File: src/rtl/ps2_pkg.sv
// ps2_pkg
//   Shared definitions for the PS/2 host-to-device transmitter:
//   FSM state encoding, frame/command constants and small helper functions.
//   No ports (package).
package ps2_pkg;

  typedef enum logic [2:0] {
    PS2_IDLE       = 3'd0,
    PS2_INHIBIT    = 3'd1,
    PS2_WAIT_FIRST = 3'd2,
    PS2_SHIFT      = 3'd3,
    PS2_ACK        = 3'd4,
    PS2_WAIT_IDLE  = 3'd5,
    PS2_FAIL       = 3'd6
  } ps2_tx_state_t;

  localparam int DATA_BITS   = 8;
  localparam int FRAME_EDGES = 11;

  localparam logic [7:0] CMD_SET_LED = 8'hED;
  localparam logic [7:0] CMD_RESET   = 8'hFF;
  localparam logic [7:0] RESP_ACK    = 8'hFA;

  // Whole-MHz clocks only; the division happens first so the product
  // stays inside 32 bits for realistic timeouts.
  function automatic logic [31:0] us_to_cycles(input int unsigned clk_hz,
                                               input int unsigned us);
    return 32'((clk_hz / 32'd1_000_000) * us);
  endfunction

  function automatic logic odd_parity(input logic [7:0] d);
    return ~^d;
  endfunction

endpackage

File: src/rtl/ps2_host_tx_if.sv
// ps2_host_tx_if
//   Command handshake between a host controller and ps2_host_tx.
//   tx_data/tx_valid   : command byte and request (master -> slave)
//   tx_ready/busy      : idle / transfer-in-progress status
//   done               : one-cycle end-of-transfer pulse
//   ack_err/timeout_err: failure cause, valid with done, held until next accept
interface ps2_host_tx_if;
  logic [7:0] tx_data;
  logic       tx_valid;
  logic       tx_ready;
  logic       busy;
  logic       done;
  logic       ack_err;
  logic       timeout_err;

  modport master (
    output tx_data, tx_valid,
    input  tx_ready, busy, done, ack_err, timeout_err
  );

  modport slave (
    input  tx_data, tx_valid,
    output tx_ready, busy, done, ack_err, timeout_err
  );
endinterface

File: src/rtl/ps2_sync.sv
// ps2_sync
//   Two-flop synchronizer for a raw PS/2 pin plus a falling-edge pulse.
//   clk, clrn : system clock, async active-low reset
//   din_i     : raw pin level
//   sync_o    : synchronized level
//   fall_o    : one-cycle pulse when the synchronized level goes 1 -> 0
module ps2_sync (
  input  logic clk,
  input  logic clrn,
  input  logic din_i,
  output logic sync_o,
  output logic fall_o
);

  logic meta_q, sync_q, prev_q;

  // Reset to 1 because an idle PS/2 line is pulled high; this avoids a
  // spurious falling edge right after reset.
  always_ff @(posedge clk or negedge clrn) begin
    if (!clrn) begin
      meta_q <= 1'b1;
      sync_q <= 1'b1;
      prev_q <= 1'b1;
    end else begin
      meta_q <= din_i;
      sync_q <= meta_q;
      prev_q <= sync_q;
    end
  end

  assign sync_o = sync_q;
  assign fall_o = prev_q & ~sync_q;

endmodule

File: src/rtl/ps2_host_tx.sv
// ps2_host_tx
//   PS/2 host-to-device transmitter: inhibit, request-to-send, 11-clock
//   frame driven on device falling edges, acknowledge check, and result
//   reporting. Pins are open-drain: an *_oe of 1 pulls the line low.
//   clk, clrn    : system clock, async active-low reset
//   bus          : command handshake (ps2_host_tx_if.slave)
//   ps2_clk_in   : raw PS/2 clock pin level
//   ps2_data_in  : raw PS/2 data pin level
//   ps2_clk_oe   : 1 pulls the clock pin low
//   ps2_data_oe  : 1 pulls the data pin low
//   Build option: PS2_TX_RETRY_EN - retry the same byte once after a NACK or
//   timeout; only the final attempt reports done and error flags.
module ps2_host_tx
  import ps2_pkg::*;
#(
  parameter int unsigned CLK_HZ           = 100_000_000,
  parameter int unsigned INHIBIT_US       = 100,
  parameter int unsigned START_TIMEOUT_US = 15000,
  parameter int unsigned FRAME_TIMEOUT_US = 2000
) (
  input  logic         clk,
  input  logic         clrn,
  ps2_host_tx_if.slave bus,
  input  logic         ps2_clk_in,
  input  logic         ps2_data_in,
  output logic         ps2_clk_oe,
  output logic         ps2_data_oe
);

`ifdef PS2_TX_RETRY_EN
  localparam bit RetryEn = 1'b1;
`else
  localparam bit RetryEn = 1'b0;
`endif

  localparam logic [2:0] ST_IDLE       = PS2_IDLE;
  localparam logic [2:0] ST_INHIBIT    = PS2_INHIBIT;
  localparam logic [2:0] ST_WAIT_FIRST = PS2_WAIT_FIRST;
  localparam logic [2:0] ST_SHIFT      = PS2_SHIFT;
  localparam logic [2:0] ST_ACK        = PS2_ACK;
  localparam logic [2:0] ST_WAIT_IDLE  = PS2_WAIT_IDLE;
  localparam logic [2:0] ST_FAIL       = PS2_FAIL;

  localparam logic [31:0] InhibitCyc = us_to_cycles(CLK_HZ, INHIBIT_US);
  localparam logic [31:0] StartCyc   = us_to_cycles(CLK_HZ, START_TIMEOUT_US);
  localparam logic [31:0] FrameCyc   = us_to_cycles(CLK_HZ, FRAME_TIMEOUT_US);
  // Edges 1..9 put data bits then parity on the line; edge 10 is the stop bit.
  localparam logic [3:0]  LastDrvEdge = 4'(DATA_BITS + 1);

  logic [2:0]  state_q, state_d;
  logic [31:0] cnt_q, cnt_d;
  logic [31:0] frame_cnt_q, frame_cnt_d;
  logic [8:0]  shift_q, shift_d;
  logic [7:0]  data_q, data_d;
  logic [3:0]  edge_cnt_q, edge_cnt_d;
  logic        clk_oe_q, clk_oe_d;
  logic        data_oe_q, data_oe_d;
  logic        done_q, done_d;
  logic        ack_err_q, ack_err_d;
  logic        timeout_err_q, timeout_err_d;
  logic        fail_nack_q, fail_nack_d;
  logic        retry_q, retry_d;

  logic clk_sync, clk_fall, data_sync, data_fall_unused;
  logic [31:0] cnt_inc, frame_inc;
  logic frame_expired;

  ps2_sync u_clk_sync (
    .clk(clk), .clrn(clrn), .din_i(ps2_clk_in),
    .sync_o(clk_sync), .fall_o(clk_fall)
  );

  ps2_sync u_data_sync (
    .clk(clk), .clrn(clrn), .din_i(ps2_data_in),
    .sync_o(data_sync), .fall_o(data_fall_unused)
  );

  assign cnt_inc       = (cnt_q == '1) ? cnt_q : cnt_q + 32'd1;
  assign frame_inc     = (frame_cnt_q == '1) ? frame_cnt_q : frame_cnt_q + 32'd1;
  assign frame_expired = (frame_cnt_q >= FrameCyc - 32'd1);

  always_comb begin
    state_d       = state_q;
    cnt_d         = cnt_q;
    frame_cnt_d   = frame_cnt_q;
    shift_d       = shift_q;
    data_d        = data_q;
    edge_cnt_d    = edge_cnt_q;
    clk_oe_d      = clk_oe_q;
    data_oe_d     = data_oe_q;
    done_d        = 1'b0;
    ack_err_d     = ack_err_q;
    timeout_err_d = timeout_err_q;
    fail_nack_d   = fail_nack_q;
    retry_d       = retry_q;

    case (state_q)
      ST_IDLE: begin
        if (bus.tx_valid) begin
          data_d        = bus.tx_data;
          shift_d       = {odd_parity(bus.tx_data), bus.tx_data};
          ack_err_d     = 1'b0;
          timeout_err_d = 1'b0;
          retry_d       = 1'b0;
          cnt_d         = '0;
          clk_oe_d      = 1'b1;
          data_oe_d     = 1'b0;
          state_d       = ST_INHIBIT;
        end
      end

      // Clock is held low for InhibitCyc cycles; data goes low on the last
      // of them so the start bit is in place when the clock is released.
      ST_INHIBIT: begin
        cnt_d = cnt_inc;
        if (cnt_q == InhibitCyc - 32'd2) begin
          data_oe_d = 1'b1;
        end
        if (cnt_q >= InhibitCyc - 32'd1) begin
          clk_oe_d = 1'b0;
          cnt_d    = '0;
          state_d  = ST_WAIT_FIRST;
        end
      end

      ST_WAIT_FIRST: begin
        cnt_d = cnt_inc;
        if (clk_fall) begin
          edge_cnt_d  = 4'd1;
          data_oe_d   = ~shift_q[0];
          shift_d     = {1'b0, shift_q[8:1]};
          frame_cnt_d = '0;
          state_d     = ST_SHIFT;
        end else if (cnt_q >= StartCyc - 32'd1) begin
          fail_nack_d = 1'b0;
          clk_oe_d    = 1'b0;
          data_oe_d   = 1'b0;
          state_d     = ST_FAIL;
        end
      end

      ST_SHIFT: begin
        frame_cnt_d = frame_inc;
        if (frame_expired) begin
          fail_nack_d = 1'b0;
          data_oe_d   = 1'b0;
          state_d     = ST_FAIL;
        end else if (clk_fall) begin
          edge_cnt_d = edge_cnt_q + 4'd1;
          if (edge_cnt_q < LastDrvEdge) begin
            data_oe_d = ~shift_q[0];
            shift_d   = {1'b0, shift_q[8:1]};
          end else begin
            data_oe_d = 1'b0;
            state_d   = ST_ACK;
          end
        end
      end

      ST_ACK: begin
        frame_cnt_d = frame_inc;
        if (frame_expired) begin
          fail_nack_d = 1'b0;
          state_d     = ST_FAIL;
        end else if (clk_fall) begin
          if (data_sync) begin
            fail_nack_d = 1'b1;
            state_d     = ST_FAIL;
          end else begin
            state_d = ST_WAIT_IDLE;
          end
        end
      end

      ST_WAIT_IDLE: begin
        frame_cnt_d = frame_inc;
        if (frame_expired) begin
          fail_nack_d = 1'b0;
          state_d     = ST_FAIL;
        end else if (clk_sync && data_sync) begin
          done_d  = 1'b1;
          state_d = ST_IDLE;
        end
      end

      // Errors are only published when no retry remains, so an attempt
      // that is retried stays invisible to the host.
      ST_FAIL: begin
        clk_oe_d  = 1'b0;
        data_oe_d = 1'b0;
        if (RetryEn && !retry_q) begin
          retry_d  = 1'b1;
          shift_d  = {odd_parity(data_q), data_q};
          cnt_d    = '0;
          clk_oe_d = 1'b1;
          state_d  = ST_INHIBIT;
        end else begin
          done_d        = 1'b1;
          ack_err_d     = fail_nack_q;
          timeout_err_d = ~fail_nack_q;
          state_d       = ST_IDLE;
        end
      end

      default: begin
        clk_oe_d  = 1'b0;
        data_oe_d = 1'b0;
        state_d   = ST_IDLE;
      end
    endcase
  end

  // Output enables are registers with async reset so both lines are
  // released the moment clrn asserts, even mid-frame.
  always_ff @(posedge clk or negedge clrn) begin
    if (!clrn) begin
      state_q       <= ST_IDLE;
      cnt_q         <= '0;
      frame_cnt_q   <= '0;
      shift_q       <= '0;
      data_q        <= '0;
      edge_cnt_q    <= '0;
      clk_oe_q      <= 1'b0;
      data_oe_q     <= 1'b0;
      done_q        <= 1'b0;
      ack_err_q     <= 1'b0;
      timeout_err_q <= 1'b0;
      fail_nack_q   <= 1'b0;
      retry_q       <= 1'b0;
    end else begin
      state_q       <= state_d;
      cnt_q         <= cnt_d;
      frame_cnt_q   <= frame_cnt_d;
      shift_q       <= shift_d;
      data_q        <= data_d;
      edge_cnt_q    <= edge_cnt_d;
      clk_oe_q      <= clk_oe_d;
      data_oe_q     <= data_oe_d;
      done_q        <= done_d;
      ack_err_q     <= ack_err_d;
      timeout_err_q <= timeout_err_d;
      fail_nack_q   <= fail_nack_d;
      retry_q       <= retry_d;
    end
  end

  assign bus.tx_ready    = (state_q == ST_IDLE);
  assign bus.busy        = (state_q != ST_IDLE);
  assign bus.done        = done_q;
  assign bus.ack_err     = ack_err_q;
  assign bus.timeout_err = timeout_err_q;
  assign ps2_clk_oe      = clk_oe_q;
  assign ps2_data_oe     = data_oe_q;

endmodule
File: src/flat_wrapper.sv
// flat-port wrapper written by rule: the top's interface ports become plain ports
module ps2_host_tx_flat import ps2_pkg::*;
#(
  parameter int unsigned CLK_HZ           = 100_000_000,
  parameter int unsigned INHIBIT_US       = 100,
  parameter int unsigned START_TIMEOUT_US = 15000,
  parameter int unsigned FRAME_TIMEOUT_US = 2000
)
  (clk, clrn, ps2_clk_in, ps2_data_in, ps2_clk_oe, ps2_data_oe, bus_tx_data, bus_tx_valid, bus_tx_ready, bus_busy, bus_done, bus_ack_err, bus_timeout_err);
  ps2_host_tx_if bus_i ();
  input  logic clk;
  input  logic clrn;
  input  logic ps2_clk_in;
  input  logic ps2_data_in;
  output logic ps2_clk_oe;
  output logic ps2_data_oe;
  input wire logic [$bits(bus_i.tx_data)-1:0] bus_tx_data;
  input wire logic [$bits(bus_i.tx_valid)-1:0] bus_tx_valid;
  output wire logic [$bits(bus_i.tx_ready)-1:0] bus_tx_ready;
  output wire logic [$bits(bus_i.busy)-1:0] bus_busy;
  output wire logic [$bits(bus_i.done)-1:0] bus_done;
  output wire logic [$bits(bus_i.ack_err)-1:0] bus_ack_err;
  output wire logic [$bits(bus_i.timeout_err)-1:0] bus_timeout_err;
  assign bus_i.tx_data = bus_tx_data;
  assign bus_i.tx_valid = bus_tx_valid;
  assign bus_tx_ready = bus_i.tx_ready;
  assign bus_busy = bus_i.busy;
  assign bus_done = bus_i.done;
  assign bus_ack_err = bus_i.ack_err;
  assign bus_timeout_err = bus_i.timeout_err;
  ps2_host_tx #(.CLK_HZ(CLK_HZ), .INHIBIT_US(INHIBIT_US), .START_TIMEOUT_US(START_TIMEOUT_US), .FRAME_TIMEOUT_US(FRAME_TIMEOUT_US)) u_core (.clk(clk), .clrn(clrn), .bus(bus_i), .ps2_clk_in(ps2_clk_in), .ps2_data_in(ps2_data_in), .ps2_clk_oe(ps2_clk_oe), .ps2_data_oe(ps2_data_oe));
endmodule
File: config.mk
export PLATFORM = sky130hd
export DESIGN_NAME = ps2_host_tx_flat
export DESIGN_NICKNAME = d
export VERILOG_FILES = /design/src/rtl/ps2_pkg.sv /design/src/rtl/ps2_host_tx_if.sv /design/src/rtl/ps2_sync.sv /design/src/rtl/ps2_host_tx.sv /design/src/flat_wrapper.sv
export SDC_FILE = /design/constraint.sdc
export NUM_CORES = 1
export LEC_CHECK = 0
export CAP_MARGIN = 10
export CORE_MARGIN = 5
export CORE_UTILIZATION = 35
export CTS_BUF_LIST = sky130_fd_sc_hd__clkbuf_8
export CTS_CLUSTER_DIAMETER = 100
export DETAILED_ROUTE_END_ITERATION = 8
export PLACE_DENSITY = 0.5
export SETUP_SLACK_MARGIN = 0.3
export SYNTH_ARGS = -nofsm -noshare
export SYNTH_HDL_FRONTEND = slang
export SYNTH_SLANG_ARGS = --single-unit
File: constraint.sdc
create_clock -name clk -period 2.95 [get_ports clk]
set_clock_uncertainty 0.15 [all_clocks]
set_input_delay 0.59 -clock clk [delete_from_list [all_inputs] [get_ports clk]]
set_output_delay 0.59 -clock clk [all_outputs]
set_load 0.05 [all_outputs]
# --- Word level (Yosys, flattened, before mapping) ---
# Cells that the tools add are included.
totals:
  wordCells: 129
  in_bits: 13
  out_inout_bits: 7
  ff_bits: 91
op_classes:
  mux: 52
  n_eq_ne: 26
  bitwise: 6
  reduce_logical: 22
  order_cmp: 4
  add_sub_neg: 3
op_table:
  columns: ["operator", "n"]
  rows:
  - ["32-bit 2-to-1 mux", 5]
  - ["32-bit one-hot mux with 3 select lines", 1]
  - ["32-bit by 1-bit adder with 32-bit output, second input constant", 2]
  - ["32-bit == test, second input constant", 2]
  - ["32-bit one-hot mux with 2 select lines", 1]
  - ["9-bit 2-to-1 mux", 5]
  - ["3-bit 2-to-1 mux", 11]
  - ["32-bit by 14-bit == test with 1-bit output, second input constant", 1]
  - ["32-bit by 14-bit >= comparator with 1-bit output, second input constant", 1]
  - ["32-bit by 18-bit >= comparator with 1-bit output, second input constant", 1]
  - ["32-bit by 21-bit >= comparator with 1-bit output, second input constant", 1]
  - ["9-bit one-hot mux with 3 select lines", 1]
  - ["3-bit one-hot mux with 6 select lines", 1]
  - ["1-bit 2-to-1 mux", 16]
  - ["2-bit by 1-bit != test with 1-bit output, second input constant", 7]
  - ["4-bit 2-to-1 mux", 3]
  - ["3-bit by 1-bit != test with 1-bit output, second input constant", 4]
  - ["6-bit AND reduction", 2]
  - ["3-bit nonzero test", 4]
  - ["5-bit AND reduction", 2]
  - ["3-bit == test, second input constant", 3]
  - ["2-bit != test, second input constant", 4]
  - ["4-bit one-hot mux with 2 select lines", 1]
  - ["8-bit XNOR reduction", 1]
  - ["other kinds (21)", 33]

# --- Longest topological paths before layout ---
# Gate-level depths: netlist of the first run.
depth:
  word_depth: 5
  depth_mapped: 8
  depth_no_buf: 7

# --- Cells and area by module ---
# Synthesis of the first run repeated with hierarchy kept, for this count alone.
hier_totals:
  hier_cells: 602
  area_unflattened_um2: 5512.8
modules_own_cells:
  columns: ["mod", "cells_each", "area_each_um2", "n_inst", "seq_area_each_um2"]
  rows:
  - ["ps2_host_tx", 594, 5327.6, 1, 2152.1]
  - ["ps2_sync", 4, 92.6, 2, 78.8]

# --- Least setup slack after synthesis of the first run ---
# Ideal clock, no wire load.
synth_timing:
  path_type: "reg-to-output"
  startpoint: "register u_core.state_q[2]"
  endpoint: "output bus_tx_ready"
  path_stages_with_launch: 5
  slack_ns: 0.537
  arrival_ns: 1.673
  required_ns: 2.210
  cell_sequence: "dfrtp_1 > clkbuf_8 > inv_1 > nand3_1 > inv_1"
synth_via:
  elab_chain_len: 1
synth_rtl:
  columns: ["item", "line_no", "text"]
  rows:
  - ["from (decl)", "ps2_host_tx.sv:50", "logic [2:0] state_q, state_d;"]
  - ["from (signal assigned)", "ps2_host_tx.sv:231", "state_q <= state_d;"]
  - ["3-bit zero test", "ps2_host_tx.sv:247", "assign bus.tx_ready = (state_q == ST_IDLE);"]
  - ["to (decl)", "flat_wrapper.sv:19", "output wire logic [$bits(bus_i.tx_ready)-1:0] bus_tx_ready;"]
# Every way passes these cells.

# --- Final worst setup path of the first run ---
layout_timing:
  startpoint: "register u_core.state_q[0]"
  endpoint: "output bus_tx_ready"
# Same word-level chain as after synthesis.

==> metrics.md, run 1 <==
| Metric | Value |
|---|---|
| Status | `complete, no violations` |
| Cell leakage power | `around 2.4 nW` |
| Post-synthesis cell count | `around 570` |
| CTS Hold Bufs | `0` |
| Global-route wire length before repair | `21600 um` |
| Die width | `132 um` |
| Clock Path Buffers | `2` |
| CTS tree | `built` |
| GPL Wtd Cong | `between 0.8 and 0.9` |
| Post-DP HPWL | `~8900 um` |
| Post-Syn Area | `5250 um2` |
| Share of cells above drive strength 1 | `a little over an eighth` |
| Register area share after synthesis | `43.5%` |
| All-Layer GR Usage | `14.8%` |
| Largest net degree at the start of global routing | `44` |
| CP Cell Sequence | `buf_4 -> inv_1 -> nand3_1 -> inv_1 -> buf_4` |
| # DRC | `0` |
| Total CTS buffers | `9` |
| Resize count post-CTS | `0` |
| H-Tree Depth | `3` |
| Synth Area per Inst | `9.28 um2` |
| Final TNS setup | `0 ns` |
| Worst-path clk slew | `around 0.090 ns` |
| Startpoint class of the critical path | `register` |
| Highest clock rate | `slightly below 400 MHz` |
| DR vias | `roughly 4400` |
| Critical path data required time | `between 2 and 2.5 ns` |
| DR iter-0 viols | `about 270` |
| Critical-path maximum fanout | `11` |
| Clk_lat worst skew | `between 0.3 and 0.4 ns` |
| Crit Path Class | `reg2out` |
| # Post-CTS Setup Buffers | `0` |
| Initial cell density of the core | `between 30% and 40%` |
| Vias in the first global route | `around 4300` |
| IO Pins | `20` |
| DRT Pass-1 Iters | `5` |
| Slew margin rel. | `between 50% and 60%` |
| Area grow syn2layout | `13.6%` |
| Die Ht | `~130 um` |
| Std cell rows | `44` |
| Yosys warning count | `0` |
| Final period util | `85.9%` |
| Crit path DAT | `around 1.8 ns` |
| Port bufs | `19` |
| Asr flop ratio synth | `100%` |
| DRT Wirelength | `roughly 12000 um` |
| P per Cell Area | `roughly 670 nW/um2` |
| NumNets Final | `620` |
| Setup-failing EPs final | `0` |
| Antenna Nets Post-Route | `0` |
| Flops & latches, synth | `just over 90` |
| RSZ-0062 raised after global routing | `false` |
| Antenna diodes | `0` |
| Post-DR vias/cell | `5.53` |
| Filler cell count | `about 1500` |
| Worst Max-Slew Pin Slew | `between 0.7 and 0.8 ns` |
| Die Area | `between 15000 and 20000 um2` |
| CP endpoint kind | `output port` |
| Worst VDD drop | `0.452 mV` |
| Grt ovf | `0` |
| Number of synthesized flops with an enable pin | `0` |
| Syn Nets | `slightly below 600` |
| DR WL/cell | `approximately 16 um` |
| Hold Fails Final Rpt | `0` |
| CTS Root Buffer Type | `clkbuf_8` |
| Initial antenna violation count | `0` |
| Clock sink count | `91` |
| CORE AREA | `14600 um2` |
| WHS | `0.0711 ns` |
| Fin crit period | `~2.5 ns` |
| Slowest stage delay, CP | `slightly below 0.5 ns` |
| Library cells used by synthesis | `between 60 and 70` |
| Max-cap viol count | `0` |
| Worst Hold Class | `in2async` |
| Primary FF master, synth | `dfrtp_1` |
| Pins over their slew limit | `0` |
| CP max stage cell | `dfrtp_2` |
-- flip-flops by register name, indices dropped and copies added, names as in the netlist --
register,cells
u_core.ps2_data_oe,1
u_core.u_data_sync.meta_q,1
u_core.frame_cnt_q,32
u_core.bus.done,1
u_core.u_clk_sync.meta_q,1
u_core.u_clk_sync.sync_o,1
u_core.u_data_sync.sync_o,1
u_core.bus.timeout_err,1
u_core.cnt_q,32
u_core.fail_nack_q,1
u_core.bus.ack_err,1
u_core.shift_q,9
u_core.ps2_clk_oe,1
u_core.edge_cnt_q,4
u_core.state_q,3
u_core.u_clk_sync.prev_q,1
-- cells in the final DEF, fill, tap and decap left out, types with 20 or more instances in the layout --
cell | netlist | routed
dfrtp_1 | 86 | 85
nor2_1 | 64 | 64
nand2_1 | 41 | 41
a21oi_1 | 36 | 36
o21ai_0 | 35 | 35
xor2_1 | 25 | 25
xnor2_1 | 23 | 23
buf_4 | 0 | 23
nand3_1 | 20 | 20
nand4_1 | 20 | 20
-- synth_stat cells, types with 3 or more instances --
cell type	number	area share, %
a211oi_1	4	0.57
a21o_1	3	0.43
a21oi_1	36	3.4
a31oi_1	4	0.48
and2_1	5	0.60
and3_1	12	1.4
and3_2	3	0.43
and4_1	10	1.7
clkbuf_1	12	0.86
clkbuf_8	3	0.79
dfrtp_1	86	41
dfstp_2	5	2.5
ha_1	8	1.9
inv_1	16	1.1
mux2_2	3	0.64
mux2i_1	8	1.5
nand2_1	41	2.9
nand3_1	20	1.9
nand4_1	20	2.4
nor2_1	64	4.6
nor2b_1	3	0.36
nor3_1	18	1.7
nor4_1	11	1.3
o2111ai_1	8	1.3
o211ai_1	6	0.86
o21ai_0	35	3.3
o21ai_1	5	0.48
o31ai_1	4	0.57
or3_1	16	1.9
or4_1	3	0.43
xnor2_1	23	3.8
xor2_1	25	4.2
-- per-stage QoR --
| step | cell area [um2] | cells | utilization [%] | setup WS, ns | power (W) |
|---|---|---|---|---|---|
| after floorplan | 5250 | 566 | - | 0.537 | 0.00265 |
| after global placement | 5740 | 772 | 39.2 | 0.394 | 0.00312 |
| after detailed placement | 5740 | 772 | 39.2 | 0.352 | 0.00314 |
| after CTS | 5930 | 788 | 40.5 | 0.345 | 0.00402 |
| after global routing | 5960 | 788 | 40.7 | 0.313 | 0.00429 |
| final | 5960 | 788 | 40.7 | 0.415 | 0.00397 |
-- worst paths after layout --
kind                                                       end  slack, ns                                start  cells after the start
min reg2reg                u_core.u_data_sync.sync_o$_DFF_PN1_       0.21  u_core.u_data_sync.meta_q$_DFF_PN1_                      0
min                                u_core.cnt_q[8]$_DFFE_PN0P_       0.07                                 clrn                      1
min in group clk           u_core.u_data_sync.sync_o$_DFF_PN1_       0.21  u_core.u_data_sync.meta_q$_DFF_PN1_                      0
max                                               bus_tx_ready       0.41        u_core.state_q[0]$_DFFE_PN0P_                      5
max in group asynchronous          u_core.cnt_q[4]$_DFFE_PN0P_       1.94                                 clrn                      2
max reg2reg                     u_core.ps2_data_oe$_DFFE_PN0P_       0.48         u_core.cnt_q[30]$_DFFE_PN0P_                      6
-- final cells by class --
type                       count  area [um2]  share of cell area [%]
timing repair buffer          40         353                    5.92
tap                          184         230                    3.86
inverter                      17        63.8                    1.07
multi-input combinational    440        2840                    47.5
clock inverter                 5        46.3                   0.776
clock buffer                  11         151                    2.54
sequential                    91        2280                    38.3
-- report_power, final --
part	internal, W	total, W	switching [W]
combinational	0.000571	0.00154	0.000965
clock	0.000428	0.000859	0.000430
sequential	0.00142	0.00158	0.000157
-- routing by layer --
metal | track usage [%] | vias to the layer above | share of wire, %
li1 | - | 2125 | -
met1 | 20.8 | 2146 | 50
met2 | 22.6 | 66 | 45
met3 | 2.58 | 18 | 2.7
met4 | 6.12 | 0 | 1.9
met5 | 0 | - | 0
-- critical path: cells and delay by family (launching register included) --
kind,cells,cell delay [ns]
simple gates,1,0.23
flops,1,0.49
buf+inv,4,0.71
-- logic make-up (layout without fill, tap and decap cells) --
kind of cell    Yosys count  in the layout  share of synthesized area, %
xor+xnor                 48             48                          8.01
fa+ha+maj                 8              8                          1.91
buf+inv                  35             73                          3.26
compound gates          122            122                          15.1
mux                      11             11                          2.17
simple gates            251            251                          26.1
flops                    91             91                          43.5
(Power assumes the default switching activity.)
==> run 2: changes to the inputs <==
--- a/config.mk
+++ b/config.mk
@@ -7,11 +7,11 @@
 export LEC_CHECK = 0
 export CAP_MARGIN = 10
 export CORE_MARGIN = 5
-export CORE_UTILIZATION = 35
+export CORE_UTILIZATION = 57
 export CTS_BUF_LIST = sky130_fd_sc_hd__clkbuf_8
 export CTS_CLUSTER_DIAMETER = 100
 export DETAILED_ROUTE_END_ITERATION = 8
-export PLACE_DENSITY = 0.5
+export PLACE_DENSITY = 0.74
 export SETUP_SLACK_MARGIN = 0.3
 export SYNTH_ARGS = -nofsm -noshare
 export SYNTH_HDL_FRONTEND = slang
==> metrics.md, run 2 (same netlist as run 1, synthesis figures left out) <==
| Metric | Value |
|---|---|
| Slew margin rel. | `51.3% (-1.3 points)` |
| Worst-path clk slew | `0.10 ns (about the same)` |
| # Post-CTS Setup Buffers | `0 (unchanged)` |
| DR vias | `4472 (+2.7%)` |
| Cell leakage power | `2.48 nW (+1.5%)` |
| Std cell rows | `35 (-20%)` |
| CTS tree | `built` |
| Area grow syn2layout | `14.0%` |
| Hold Fails Final Rpt | `0 (unchanged)` |
| CP endpoint kind | `register` |
| Startpoint class of the critical path | `register` |
| GPL Wtd Cong | `0.885 (+7.6%)` |
| Grt ovf | `0 (unchanged)` |
| Share of cells above drive strength 1 | `13.5% (+0.23 points)` |
| CTS Root Buffer Type | `clkbuf_8` |
| Pins over their slew limit | `0 (unchanged)` |
| Highest clock rate | `393 MHz (-0.43%)` |
| All-Layer GR Usage | `22.8% (+8.0 points)` |
| NumNets Final | `617 (-0.48%)` |
| Setup-failing EPs final | `0 (unchanged)` |
| Worst Hold Class | `in2async` |
| RSZ-0062 raised after global routing | `true` |
| H-Tree Depth | `3 (unchanged)` |
| Antenna diodes | `0 (unchanged)` |
| Clock sink count | `91 (unchanged)` |
| Critical-path maximum fanout | `18 (+7)` |
| Crit Path Class | `reg2reg` |
| Largest net degree at the start of global routing | `92 (+110%)` |
| Die Area | `11200 um2 (-36%)` |
| Final setup margin | `0.404 ns (-0.0109 ns)` |
| # placed instances | `695 (-10%)` |
| Fin crit period | `2.55 ns (+0.0109 ns)` |
| Initial antenna violation count | `0 (unchanged)` |
| Filler cell count | `734 (-51%)` |
| Status | `complete, no violations` |
| DRT Pass-1 Iters | `4 (-1)` |
| Top Registers | `u_core.cnt_q (32), u_core.frame_cnt_q (32), u_core.shift_q (9)` |
| Vias in the first global route | `4406 (+1.3%)` |
| Final period util | `86.3% (+0.37 points)` |
| DR iter-0 viols | `305 (+14%)` |
| Antenna Nets Post-Route | `0 (unchanged)` |
| Post-DR vias/cell | `6.28 (+14%)` |
| Initial cell density of the core | `57.6% (+22 points)` |
| # DRC | `0 (unchanged)` |
| Worst Max-Slew Pin Slew | `0.724 ns (+0.0238 ns)` |
| Pre-CTS setup slack | `0.299 ns (-0.0525 ns)` |
| Final TNS setup | `0 ns (unchanged)` |
| DRT Wirelength | `12300 um (-0.88%)` |
| Critical path data required time | `3.06 ns (+0.85 ns)` |
| DR WL/cell | `17.3 um (+9.7%)` |
| Clk_lat worst skew | `0.37 ns (about the same)` |
| P per Cell Area | `724 nW/um2 (+8.7%)` |
| Final instance count without filler cells | `712 (-9.6%)` |
| CORE AREA | `9110 um2 (-38%)` |
| Max-cap viol count | `0 (unchanged)` |
| Clock Path Buffers | `2 (unchanged)` |
| Crit path DAT | `2.66 ns (+0.86 ns)` |
| Port bufs | `19 (unchanged)` |
| IO Pins | `20 (unchanged)` |
| Post-DP HPWL | `8260 um (-7.4%)` |
| Most frequent cells in the layout | `dfrtp_1 (86), nor2_1 (64), nand2_1 (41), a21oi_1 (36), o21ai_0 (35)` |
| Global-route wire length before repair | `21300 um (-1.2%)` |
| Die Ht | `106 um (-20%)` |
| R2R depth | `6 (unchanged)` |
| Total CTS buffers | `9 (unchanged)` |
| Worst VDD drop | `0.673 mV (+49%)` |
| Commonest non-fill, non-tap cell in the layout | `dfrtp_1` |
| Die width | `106 um (-20%)` |
[run 2: changes by cell type in the layout (fill, tap and decap cells not counted), sizes merged]
cell and delta:
buf -4, bufinv +4, clkbuf -2, clkinv +1, inv -3, o211ai +1
[run 2: what timing repair did]
| item | 4_1_cts | 5_1_grt |
|---|---|---|
| endpoints found under the hold margin | 0 | 0 |
| hold buffers | 0 | 0 |
| resized for setup | 0 | 11 |
| setup endpoints to repair | 0 | 26 |
[run 2: critical path, cell delays in order (launching register included)]
cell and delay, ns:
dfrtp_1 0.42, ha_1 0.24, nand2_1 0.27, o21ai_1 0.22
a2111oi_4 0.53, o21ai_2 0.27, o31ai_1 0.35
[run 2: metrics by stage]
stage          total power (W)  area [um2]  hold WS, ns  utilization, %
2_1_floorplan          0.00265        5250        0.144               -
3_3_place_gp           0.00308        5620        0.196            61.6
3_5_place_dp           0.00314        5620        0.198            61.6
4_1_cts                0.00433        5900        0.139            64.8
5_1_grt                0.00461        5990        0.150            65.7
6_report               0.00433        5990       0.0802            65.7
[run 2: per-layer routing]
layer / part of all wire, % / routed length [um] / GRT usage (%) / vias to the layer above
li1: - / - / - / 2137
met1: 46 / 5670 / 32.9 / 2179
met2: 48 / 5850 / 35.6 / 127
met3: 4.2 / 514 / 3.22 / 29
met4: 2.1 / 257 / 7.96 / 0
met5: 0 / 0 / 0 / -
[run 2: power by group]
group / total (W) / switching, W / internal (W)
Sequential: 0.00156 / 0.000134 / 0.00142
Combinational: 0.00159 / 0.00100 / 0.000583
Clock: 0.00119 / 0.000457 / 0.000734
[run 2: path summary, 6_finish.rpt]
kind                                                         start                                  end  slack, ns
max in group asynchronous                                     clrn  u_core.u_data_sync.sync_o$_DFF_PN1_       2.13
worst min-delay path                                          clrn         u_core.cnt_q[24]$_DFFE_PN0P_       0.08
worst max-delay path             u_core.frame_cnt_q[0]$_DFFE_PN0P_        u_core.shift_q[8]$_DFFE_PN0P_       0.40
min in group clk                u_core.u_clk_sync.meta_q$_DFF_PN1_   u_core.u_clk_sync.sync_o$_DFF_PN1_       0.21
worst min register to register  u_core.u_clk_sync.meta_q$_DFF_PN1_   u_core.u_clk_sync.sync_o$_DFF_PN1_       0.21
worst max register to register   u_core.frame_cnt_q[0]$_DFFE_PN0P_        u_core.shift_q[8]$_DFFE_PN0P_       0.40
[run 2: layout make-up]
cell class	count	area, um2	area share, %
Inverter	17	63.8	1.07
Timing Repair Buffer	36	323	5.39
Clock buffer	9	124	2.07
Tap cell	111	139	2.32
Clock inverter	7	164	2.74
Sequential cell	91	2280	38.1
Multi-Input combinational cell	441	2890	48.3
